<file path="src/rtl/sipo_deframer.sv">
// Serial-to-parallel deframer: rebuilds W-bit words from a sync-framed serial
// stream and queues them in a 2-entry buffer drained over valid/ready.
module sipo_deframer #(
  parameter int W         = 4,
  parameter bit MSB_FIRST = 1'b1
) (
  input  logic         clk,
  input  logic         rst_n,
  input  logic         si,
  input  logic         sync,
  input  logic         out_ready,
  input  logic         clr_err,
  output logic [W-1:0] po,
  output logic         po_valid,
  output logic         busy,
  output logic         overrun,
  output logic         frame_err
);

  localparam int CW = $clog2(W + 1);

  typedef enum logic {IDLE = 1'b0, SHIFT = 1'b1} state_t;

  state_t        state_q, state_d;
  logic [CW-1:0] cnt_q, cnt_d;
  logic [W-1:0]  sr_q, sr_d;
  logic [W-1:0]  head_q, head_d, tail_q, tail_d;
  logic [1:0]    occ_q, occ_d;
  logic          ovr_q, ovr_d, fe_q, fe_d;

  logic [W-1:0]  base, shifted;
  logic          push, pop, drop, resync;

  // NOTE: every signal written here gets a default first, so no path leaves a
  // value unassigned and no latch is inferred.
  always_comb begin
    // A sync restarts assembly from an empty register, whatever was in flight.
    base = (state_q == SHIFT && !sync) ? sr_q : '0;
    if (MSB_FIRST) shifted = {base[W-2:0], si};
    else           shifted = {si, base[W-1:1]};

    state_d = state_q;
    cnt_d   = cnt_q;
    sr_d    = sr_q;
    push    = 1'b0;
    resync  = 1'b0;

    unique case (state_q)
      IDLE: begin
        if (sync) begin
          state_d = SHIFT;
          cnt_d   = CW'(1);
          sr_d    = shifted;
        end
      end
      SHIFT: begin
        sr_d = shifted;
        if (sync) begin
          resync = 1'b1;
          cnt_d  = CW'(1);
        end else if (cnt_q == CW'(W - 1)) begin
          push    = 1'b1;
          state_d = IDLE;
          cnt_d   = '0;
        end else begin
          cnt_d = cnt_q + CW'(1);
        end
      end
      default: state_d = IDLE;
    endcase

    pop    = (occ_q != 2'd0) && out_ready;
    drop   = push && (occ_q == 2'd2) && !pop;
    head_d = head_q;
    tail_d = tail_q;
    occ_d  = occ_q;

    unique case (occ_q)
      2'd0: if (push) begin
        head_d = shifted;
        occ_d  = 2'd1;
      end
      2'd1: begin
        if (push && pop)  head_d = shifted;
        else if (push) begin
          tail_d = shifted;
          occ_d  = 2'd2;
        end else if (pop) occ_d = 2'd0;
      end
      default: begin
        if (pop) begin
          head_d = tail_q;
          if (push) tail_d = shifted;
          else      occ_d  = 2'd1;
        end
      end
    endcase

    // Set beats clear when both happen in the same cycle.
    ovr_d = (ovr_q & ~clr_err) | drop;
    fe_d  = (fe_q  & ~clr_err) | resync;
  end

  // NOTE: sequential state uses non-blocking assignments only, so every
  // register samples the pre-edge values of the others.
  // NOTE: the buffer entries are reset as well, because po must read 0 after
  // reset even though po_valid is low.
  always_ff @(posedge clk or negedge rst_n) begin
    if (!rst_n) begin
      state_q <= IDLE;
      cnt_q   <= '0;
      sr_q    <= '0;
      head_q  <= '0;
      tail_q  <= '0;
      occ_q   <= 2'd0;
      ovr_q   <= 1'b0;
      fe_q    <= 1'b0;
    end else begin
      state_q <= state_d;
      cnt_q   <= cnt_d;
      sr_q    <= sr_d;
      head_q  <= head_d;
      tail_q  <= tail_d;
      occ_q   <= occ_d;
      ovr_q   <= ovr_d;
      fe_q    <= fe_d;
    end
  end

  assign po        = head_q;
  assign po_valid  = (occ_q != 2'd0);
  assign busy      = (state_q == SHIFT);
  assign overrun   = ovr_q;
  assign frame_err = fe_q;

endmodule

</file>
<file path="config.mk">
export PLATFORM = sky130hd
export DESIGN_NAME = sipo_deframer
export DESIGN_NICKNAME = d
export VERILOG_FILES = /design/src/rtl/sipo_deframer.sv
export SDC_FILE = /design/constraint.sdc
export NUM_CORES = 1
export LEC_CHECK = 0
export BUFFER_PORTS_ARGS = -buffer_cell sky130_fd_sc_hd__buf_2
export CAP_MARGIN = 15
export CORE_UTILIZATION = 49
export CTS_CLUSTER_DIAMETER = 200
export CTS_CLUSTER_SIZE = 8
export DETAILED_ROUTE_END_ITERATION = 10
export GPL_ROUTABILITY_DRIVEN = 0
export PLACE_DENSITY_LB_ADDON = 0.08
export REMOVE_ABC_BUFFERS = 1
export SKIP_CTS_REPAIR_TIMING = 1
export SYNTH_ARGS = -nofsm -noshare
export SYNTH_HDL_FRONTEND = slang
export SYNTH_SLANG_ARGS = --single-unit
</file>
<file path="constraint.sdc">
create_clock -name clk -period 1.3 [get_ports clk]
set_input_delay 0.26 -clock clk [delete_from_list [all_inputs] [get_ports clk]]
set_output_delay 0.26 -clock clk [all_outputs]
set_load 0.05 [all_outputs]
</file>
==> out/qor.csv <==
metric,value,unit
failing checks,setup timing,
unrepaired setup endpoints after global routing,true,
Critical Path Source,cnt_q[1],
synth warn,0,
CTS tree,done,
Initial Util,0.517,
Initial DRC Count,8,
outcome,finished with violations,
CTS Sinks,19,
share of cells above drive strength 1,0.407,
area delta synth->final,27.8,%
final hold vios,0,
filler instances,176,
Worst Hold Class,in -> reg,
drt drc,0,
Pwr Density,2060,nW/um^2
Core Footprint,1940,um^2
vias in the first global route,642,
fmax,715,MHz
routed vias/inst,5.02,
Setup WS pre-CTS,-79.2,ps
worst r2r src,cnt_q[1],
Critical R2R Capture,occ_q[0],
Post-Syn Area,1000,um^2
"commonest non-fill, non-tap cell in the layout",dfrtp_1,
diode count,0,
first-pass detailed-route iteration total,4,
NumNets Final,131,
I/O pins,14,
headroom to the max-slew limit,0.718,
total number of vias,753,
CP Data Arrival Time,1580,ps
port bufs,13,
critical path peak fanout,8,
Die H,47.3,um
largest net degree at the start of global routing,20,
required time worst endpoint,1490,ps
mean post-synth cell area,10.6,um^2
Max clock buf depth,2,
Worst-Skew Late Latency,300,ps
Cells after DPL,141,
Post-DRT Antenna Nets,0,
Avg WL per Cell,12.5,um
Max Cap Viol,0,
first-pass GRT wire length,2750,um
std cell rows,16,
crit path to,occ_q[0],
initial antenna violation count,0,
Die ar.,2230,um^2
Peak VDD IR,0.00133,V
CP peak stage delay,370,ps
"Slowest-stage cell, CP",dfrtp_1,
Crit Path Class,reg -> reg,
synth top area cells,"dfrtp_1 47%, mux2i_1 9.0%, buf_6 4.5%",
DRT Wirelength,1870,um
crit start category,register,
final setup vio count,9,
Reg2Reg Depth,6,
Worst Tran Pin Value,423,ps
root buf cell,clkbuf_4,
CTS H-tree depth,1,
GRT Residual Overflow,0,
post-synthesis sequential area ratio,0.474,
worst-path cell chain,"ha_2, and4bb_4, buf_4, nand2b_4, a32oi_1, nand2_1",
GRT Resource Usage Total,0.183,
Die Width,47.3,um
"area leader, netlist",dfrtp_1,
"non-filler cells, final",150,
Netlist cell types,30,
final setup margin,-98.4,ps
period utilization,1.08,
R2R Setup Slk,-100,ps
post-synth top area share,0.474,
Leak,0.612,nW
"FF+latch count, synth",19,
total CTS buffers,3,
Synth Instances,95,
Setup Skew,5.59,ps
dpl hpwl,1340,um
fin crit period,1400,ps
most frequent cells in the layout,"17 x dfrtp_1, 15 x buf_4, 11 x nand2_1, 9 x mux2i_1, 9 x buf_2",
clk slew on worst S/H paths,100,ps
Final Slew Violations,0,
CP Capture Type,register,
metal layers:
| metal | vias to the layer above | global-route usage | wire length (um) | share of wire |
|---|---|---|---|---|
| met5 | - | 0 | 0 | 0 |
| met1 | 356 | 0.251 | 903 | 0.48 |
| li1 | 381 | - | - | - |
| met2 | 12 | 0.266 | 893 | 0.48 |
| met4 | 0 | 0.131 | 38 | 0.020 |
| met3 | 4 | 0.0231 | 36 | 0.019 |
flip-flops by register name (all words and copies together) (netlist names):
name       cells
busy           1
tail_q         4
frame_err      1
sr_q           3
po             4
cnt_q          3
overrun        1
occ_q          2
critical path: cells and delay by family, from the launching register on:
family          cells  cell delay (ps)
buf+inv             1              140
fa+ha+maj           1              180
flops               1              370
compound gates      1              180
simple gates        3              420
power breakdown:
group | total, W | internal, W | switching [W]
Combinational | 0.00139 | 0.000617 | 0.000777
Sequential | 0.000958 | 0.000784 | 0.000174
Clock | 0.000295 | 0.000115 | 0.000180
Total | 0.00265 | 0.00152 | 0.00113
stage by stage:
step           hold slack (ps)  TNS (ps)  instance area, um^2  utilization  total power [W]
2_1_floorplan            -35.6     -3650                  948            -          0.00177
3_3_place_gp               219      -194                 1140        0.586          0.00211
3_5_place_dp               221      -409                 1140        0.586          0.00213
4_1_cts                   -111      -820                 1160        0.600          0.00243
5_1_grt                    162     -1210                 1280        0.660          0.00282
6_report                   159      -476                 1280        0.660          0.00265
area by class of cell:
cell class / instances / area, um^2 / share of cell area
inverter: 8 / 30.0 / 0.0234
sequential: 19 / 478 / 0.373
clock inverter: 1 / 5.00 / 0.00390
tap: 27 / 33.8 / 0.0263
multi-input combinational: 62 / 497 / 0.387
clock buffer: 3 / 22.5 / 0.0176
timing repair buffer: 30 / 216 / 0.169
cells in the mapped netlist, drive strengths merged:
library cell	instances
inv	8
a21oi	2
and2	1
nand2	11
a32oi	1
a311oi	3
nor2b	3
ha	1
nand2b	3
a211oi	1
nor2	9
nand3b	1
and4bb	1
dfrtp	19
buf	6
o22ai	1
o21ai	5
a21o	1
o32ai	1
mux2	3
o31ai	3
and2b	1
mux2i	9
a211o	1
worst min path at each step:
stage | startpoint | end | cells past startpoint
2_1_floorplan | rst_n | busy | 0
3_3_place_gp | rst_n | occ_q[0] | 1
3_5_place_dp | rst_n | overrun | 1
4_1_cts | rst_n | overrun | 1
5_1_grt | clr_err | overrun | 2
6_report | clr_err | overrun | 2
cell families after synthesis:
kind of cell	Yosys count	share of synthesized area
flops	19	0.474
fa+ha+maj	1	0.0125
compound gates	19	0.142
buf+inv	14	0.0848
simple gates	30	0.160
mux	12	0.127
(Power assumes the default switching activity.)
